==> src/rtl/led_pattern_gen.sv <==
// rtl/led_pattern_gen.sv - multi-channel LED pattern generator (off/on/blink/counted burst)
//
// Ports:
//   clk, rst          rising-edge clock, synchronous active-high reset
//   enable            global LED output enable (internal schedule keeps running)
//   cfg_we            one-cycle channel configuration write strobe
//   cfg_ch            target channel; values >= NUM_LEDS match no channel
//   cfg_mode          0=OFF 1=ON 2=BLINK 3=BURST
//   cfg_half_period   ticks per on phase and per off phase (0 behaves as 1)
//   cfg_burst         on/off cycles for BURST
//   led               lit & enable per channel
//   busy              channel is in BLINK or BURST
//   done              registered one-cycle pulse when a BURST completes
module led_pattern_gen #(
  parameter int NUM_LEDS = 4,
  parameter int TICK_DIV = 250_000,
  parameter int CNT_W    = 8,
  localparam int CH_W    = (NUM_LEDS > 1) ? $clog2(NUM_LEDS) : 1
) (
  input  logic                clk,
  input  logic                rst,
  input  logic                enable,
  input  logic                cfg_we,
  input  logic [CH_W-1:0]     cfg_ch,
  input  logic [1:0]          cfg_mode,
  input  logic [CNT_W-1:0]    cfg_half_period,
  input  logic [CNT_W-1:0]    cfg_burst,
  output logic [NUM_LEDS-1:0] led,
  output logic [NUM_LEDS-1:0] busy,
  output logic [NUM_LEDS-1:0] done
);

  localparam int PS_W = (TICK_DIV > 1) ? $clog2(TICK_DIV) : 1;

  typedef enum logic [1:0] {
    MODE_OFF   = 2'd0,
    MODE_ON    = 2'd1,
    MODE_BLINK = 2'd2,
    MODE_BURST = 2'd3
  } mode_e;

  // Shared free-running prescaler; never disturbed by configuration writes.
  logic [PS_W-1:0] ps_q, ps_d;
  logic            tick;

  assign tick = (ps_q == PS_W'(TICK_DIV - 1));

  always_comb begin
    ps_d = ps_q + PS_W'(1);
    if (tick) begin
      ps_d = '0;
    end
  end

  always_ff @(posedge clk) begin
    if (rst) begin
      ps_q <= '0;
    end else begin
      ps_q <= ps_d;
    end
  end

  for (genvar i = 0; i < NUM_LEDS; i++) begin : g_ch
    mode_e            mode_q, mode_d;
    logic             lit_q, lit_d;
    logic [CNT_W-1:0] phase_q, phase_d;
    logic [CNT_W-1:0] half_q, half_d;
    logic [CNT_W-1:0] rem_q, rem_d;
    logic             done_q, done_d;
    logic             sel;
    mode_e            wr_mode;

    assign sel     = cfg_we && (cfg_ch == CH_W'(i));
    assign wr_mode = mode_e'(cfg_mode);

    always_comb begin
      mode_d  = mode_q;
      lit_d   = lit_q;
      phase_d = phase_q;
      half_d  = half_q;
      rem_d   = rem_q;
      done_d  = 1'b0;
      // A write takes priority over a coincident tick, so that tick is lost.
      if (sel) begin
        mode_d  = wr_mode;
        half_d  = (cfg_half_period == '0) ? CNT_W'(1) : cfg_half_period;
        phase_d = '0;
        rem_d   = cfg_burst;
        lit_d   = (wr_mode != MODE_OFF);
        // An empty burst completes immediately.
        if (wr_mode == MODE_BURST && cfg_burst == '0) begin
          mode_d = MODE_OFF;
          lit_d  = 1'b0;
          done_d = 1'b1;
        end
      end else if (tick && (mode_q == MODE_BLINK || mode_q == MODE_BURST)) begin
        if (phase_q == half_q - CNT_W'(1)) begin
          phase_d = '0;
          lit_d   = ~lit_q;
          // Bursts are counted on falling toggles; the last one ends the burst.
          if (mode_q == MODE_BURST && lit_q) begin
            rem_d = rem_q - CNT_W'(1);
            if (rem_q == CNT_W'(1)) begin
              mode_d = MODE_OFF;
              lit_d  = 1'b0;
              done_d = 1'b1;
            end
          end
        end else begin
          phase_d = phase_q + CNT_W'(1);
        end
      end
    end

    always_ff @(posedge clk) begin
      if (rst) begin
        mode_q  <= MODE_OFF;
        lit_q   <= 1'b0;
        phase_q <= '0;
        half_q  <= CNT_W'(1);
        rem_q   <= '0;
        done_q  <= 1'b0;
      end else begin
        mode_q  <= mode_d;
        lit_q   <= lit_d;
        phase_q <= phase_d;
        half_q  <= half_d;
        rem_q   <= rem_d;
        done_q  <= done_d;
      end
    end

    assign led[i]  = lit_q & enable;
    assign busy[i] = (mode_q == MODE_BLINK) || (mode_q == MODE_BURST);
    assign done[i] = done_q;
  end

endmodule

==> config.mk <==
export PLATFORM = sky130hd
export DESIGN_NAME = led_pattern_gen
export DESIGN_NICKNAME = d
export VERILOG_FILES = /design/src/rtl/led_pattern_gen.sv
export SDC_FILE = /design/constraint.sdc
export NUM_CORES = 1
export LEC_CHECK = 0
export ABC_AREA = 1
export CORE_MARGIN = 5
export CORE_UTILIZATION = 35
export DETAILED_ROUTE_END_ITERATION = 10
export DONT_BUFFER_PORTS = 1
export GPL_ROUTABILITY_DRIVEN = 1
export SKIP_CTS_REPAIR_TIMING = 1
export SYNTH_ARGS = -nofsm -noshare
export SYNTH_HDL_FRONTEND = slang
export SYNTH_SLANG_ARGS = --single-unit
==> constraint.sdc <==
create_clock -name clk -period 3.3 [get_ports clk]
set_input_delay 0.66 -clock clk [delete_from_list [all_inputs] [get_ports clk]]
set_output_delay 0.66 -clock clk [all_outputs]
set_load 0.03 [all_outputs]
After elaboration in Yosys (flattened, before gate mapping):

Index checks and enable logic that the tools add are counted.
Widths: inputs -> output; s select.

* memory bits (read-only): 0
* bits in registers: 130
* bits in writable memories: 0
* memories kept: 0
* bits in latches: 0
* bits of input ports: 24

* $mul: 0
* add/subtract/negate cells: 13
* $lt $le $gt $ge: 0
* reduce and logical (&&, ||, !) cells: 54
* bitwise operators: 8
* mux-type cells: 84
* equal/unequal tests: 21
* divide/modulo/power cells: 0
* shift operators: 0

Operators with widths (count)
* $mux 8: 21
* $sub 8x1->8 const B: 8
* $mux 1: 42
* $mux 2: 21
* $reduce_bool 2->1: 17
* $add 8x1->8 const B: 4
* $eq 8x1->1 const B: 4
* $eq 8x8->1: 4
* $eq 2x2->1 const B: 11
* $add 18x1->18 const B: 1
* $eq 18x18->1 const B: 1
* $logic_not 8->1: 2
* $reduce_and 4->1: 4
* $logic_and 1x1->1: 13
* $reduce_and 3->1: 4
* $reduce_or 2->1: 5
* $reduce_and 2->1: 4
* $and 1x1->1: 4
* $logic_or 1x1->1: 4
* $not 1->1: 4
* $eq 2x1->1 const B: 1
* $logic_not 2->1: 1

Longest topological paths before layout:

* depth in word-level cells: 6
* depth in mapped cells: 15
* mapped depth without buffers: 15

Worst setup path before layout:

OpenSTA, ideal clock, no wires.

* path kind: input to register
* start point: input port cfg_burst[5]
* end point: register g_ch[2].lit_q
* arrival: 1725 ps
* slack: 1463 ps
* stages: 10
* path buffers: 0
* library setup time: 113 ps
* cell sequence: inv_1 > nand3_1 > nor3_1 > nor2_1 > nor2_1 > inv_1 > nand2_1 > nand3_1 > nand2_1 > nor2_1

* cells in the longest elaborated chain, start to end: 4

Ends and longest elaborated chain
* from (decl): line 27 `input logic [CNT_W-1:0] cfg_burst,`
* $logic_not 8->1: line 91 `if (wr_mode == MODE_BURST && cfg_burst == '0) begin`
* $logic_and 1x1->1: line 91
* $mux 1: line 91
* $mux 1: line 84 `if (sel) begin`
* to (signal assigned): line 125 `lit_q <= lit_d;`
* to (decl): line 65 `logic lit_q, lit_d;`

No other way between the ends.
A chain may end at the register's enable or synchronous reset.

Worst setup path in the final report:

* start point: register g_ch[0].half_q[0]
* end point: register g_ch[0].rem_q[4]

* cells in the longest elaborated chain, start to end: 4

Ends and longest elaborated chain
* from (decl): line 67 `logic [CNT_W-1:0] half_q, half_d;`
* from (signal assigned): line 127 `half_q <= half_d;`
* $sub 8x1->8: line 97 `if (phase_q == half_q - CNT_W'(1)) begin`
* $eq 8x8->1: line 97
* $reduce_bool 2->1 (no line)
* $reduce_and 3->1 (no line)
* to (signal assigned): line 128 `rem_q <= rem_d;`
* to (decl): line 68 `logic [CNT_W-1:0] rem_q, rem_d;`

No other way between the ends.

==> impl_metrics.env <==
export IMPL_viasPerCell=4.92
export IMPL_relSlewSlack=0.548
export IMPL_post_drt_wl_per_cell_um=13.5
export IMPL_first_global_vias=6755
export IMPL_die_h_um=158
export IMPL_n_fill_cell=2339
export IMPL_ys_ff_latch=130
export IMPL_synth_top_family_by_area="simple AND/OR/NAND/NOR gates"
export IMPL_clock_sinks=130
export IMPL_synth_xor_area_frac=0.0558
export IMPL_outcome="completed"
export IMPL_ir_drop_mv=0.290
export IMPL_clockBufferDepth=2
export IMPL_endpoint_kind="flop"
export IMPL_final_layout_size_suffix_gt1_frac=0.0802
export IMPL_critPathMaxFanout=9
export IMPL_io_buffers=0
export IMPL_cts_made_buffers=17
export IMPL_insertedDiodeCount=0
export IMPL_wirelength_um=19600
export IMPL_worstSetupStartpoint="g_ch[0].half_q[0]$_SDFFE_PP1P_"
export IMPL_finalSetupTns_ns=0
export IMPL_yosysUniqueCellTypes=45
export IMPL_cpMostUsedCell="nand2_1"
export IMPL_drt_initial_drc_count=485
export IMPL_path_class="reg2reg"
export IMPL_htreeDepth=4
export IMPL_fin_area_mm2=0.00855
export IMPL_hold_path_depth=1
export IMPL_finalHoldViolations=0
export IMPL_grt_pass1_wl_um=33000
export IMPL_synthesis_nets=1201
export IMPL_finalClockSkew_ns=0.00817
export IMPL_gp_congestion=0.811
export IMPL_firstDrtPassIters=5
export IMPL_async_reset_ff_frac=0
export IMPL_dpl_instance_area_mm2=0.00795
export IMPL_p_leak_nw=3.57
export IMPL_pin_count=36
export IMPL_maxSlewViolCount=0
export IMPL_ys_seq_area_frac=0.338
export IMPL_yosys_area_share_simple=0.376
export IMPL_timing_rr_end="g_ch[0].rem_q[4]$_SDFFE_PP0P_"
export IMPL_syn_mean_instance_area_um2=6.63
export IMPL_max_slew_worst_pin_slew_ns=0.676
export IMPL_finalHoldWorstSlack_ns=0.321
export IMPL_worstPathArrival_ns=2.60
export IMPL_area_delta_synth_final_pct=11.1
export IMPL_grt_setup_unrepaired="false"
export IMPL_core_mm2=0.0218
export IMPL_endpoint="g_ch[0].rem_q[4]$_SDFFE_PP0P_"
export IMPL_mostFrequentLayoutCell="nand2_1"
export IMPL_synth_warning_count=0
export IMPL_grt_max_degree=40
export IMPL_cts_root_buf="clkbuf_16"
export IMPL_max_freq_ghz=0.445
export IMPL_synthMuxAreaShare=0
export IMPL_layout_common_cells="nand2_1, inv_1, dfxtp_1"
export IMPL_fin_crit_ns=2.25
export IMPL_reg2reg_slack_ns=1.05
export IMPL_synth_compound_area_frac=0.106
export IMPL_r2r_cells=13
export IMPL_cts_tree="built"
export IMPL_antenna_found_initial=0
export IMPL_nets=1200
export IMPL_start_util=0.354
export IMPL_synth_main_ff_cell="dfxtp_1"
export IMPL_path_cells="inv_2, ha_1, nand2_1, nor2_1, nand3_1, nand2_1, nand2_1, nand2_1, nor2_1, nand4_4, nand2_2, nand2_1, a21oi_1"
export IMPL_grtUsageTotal=0.163
export IMPL_critPathLaunchType="flop"
export IMPL_period_share=0.681
export IMPL_max_stage_delay_ns=0.44
export IMPL_insertion_delay_ns=0.42
export IMPL_synth_fa_ha_area_frac=0.0276
export IMPL_die_w_um=158
export IMPL_ant_nets=0
export IMPL_hp_class="in2reg"
export IMPL_fp_dieArea_mm2=0.0251
export IMPL_route_vias_total=7140
export IMPL_synth_area_mm2=0.00769
export IMPL_crit_required_ns=3.65
export IMPL_setup_viol=0
export IMPL_cpMaxStageDelayCell="dfxtp_1"
export IMPL_syn_instance_count=1160
export IMPL_rows=54
export IMPL_drc=0
export IMPL_reg2reg_from="g_ch[0].half_q[0]$_SDFFE_PP1P_"
export IMPL_dp_hpwl_um=14800
export IMPL_synth_edf_count=0
export IMPL_path_clk_slew_ns=0.06
export IMPL_maxCapViolCount=0
export IMPL_powerDensity_mw_per_mm2=465
export IMPL_overflow=0
through the flow:
step	std cells	utilization	setup slack (ns)	total power, mW
after global routing	1452	0.393	0.771	4.16
final	1452	0.393	1.05	3.97
after floorplan	1160	-	1.46	2.01
after detailed placement	1420	0.366	0.983	2.09
after global placement	1420	0.366	1.04	2.09
after CTS	1452	0.393	1.05	4.01
Yosys cell counts (all sizes together) (17+ instances only):
cell type  number  area [µm²]
a21oi          56         280
dfxtp         130        2600
ha             17         213
inv           170         638
nand2         281        1090
nand3         109         593
nand4          25         178
nor2          147         648
nor3           33         224
o21ai          66         334
o22ai          24         150
xnor2          24         210
xor2           25         219
cell type report:
| type | count | area (µm²) | share of cell area |
|---|---|---|---|
| Inverter | 173 | 649 | 0.0760 |
| Clock buffer | 18 | 439 | 0.0514 |
| Multi-Input combinational cell | 837 | 4350 | 0.509 |
| Tap cell | 280 | 350 | 0.0410 |
| Sequential cell | 130 | 2600 | 0.305 |
| Clock inverter | 14 | 154 | 0.0180 |
worst min-delay path by stage:
stage	start	endpoint	slack [ns]
3_3_place_gp	ps_q[0]$_SDFF_PP0_	ps_q[0]$_SDFF_PP0_	0.43
2_1_floorplan	ps_q[0]$_SDFF_PP0_	ps_q[0]$_SDFF_PP0_	0.42
3_5_place_dp	ps_q[0]$_SDFF_PP0_	ps_q[0]$_SDFF_PP0_	0.44
6_report	rst	g_ch[1].rem_q[6]$_SDFFE_PP0P_	0.32
4_1_cts	rst	g_ch[2].mode_q[1]$_SDFFE_PP0P_	0.30
5_1_grt	rst	g_ch[1].rem_q[6]$_SDFFE_PP0P_	0.29
power by group:
part	total [mW]	switching, mW	internal (mW)
combinational	0.404	0.263	0.141
sequential	1.66	0.0464	1.61
clock	1.91	0.768	1.14
state kept, by name, indices dropped and copies added, names as in the netlist:
| register | count |
|---|---|
| g_ch.phase_q | 32 |
| g_ch.half_q | 32 |
| g_ch.mode_q | 8 |
| ps_q | 18 |
| g_ch.done_q | 4 |
| g_ch.rem_q | 32 |
| g_ch.lit_q | 4 |
routing by layer:
layer,up-vias,track usage,wire (µm)
met1,3267,0.228,9680
li1,3739,-,-
met4,0,0.0329,165
met2,120,0.259,8830
met5,-,0,0
met3,14,0.0372,926
cells by family after synthesis:
family                     Yosys count
adders and majority gates           17
AOI/OAI and AO/OA                  152
xor gates and xnor gates            49
DFF                                130
buffers and inverters              193
and+or+nand+nor                    619
worst max-delay path: cells and delay by family, from the launching register on:
family                   cells  cell delay (ns)
AO/OA/AOI/OAI                1             0.14
adder cells (fa/ha/maj)      1             0.25
buffers and inverters        1             0.08
flip-flops                   1             0.44
AND/OR/NAND/NOR             10             1.25
Note: power is estimated with default switching activity, not from simulation.
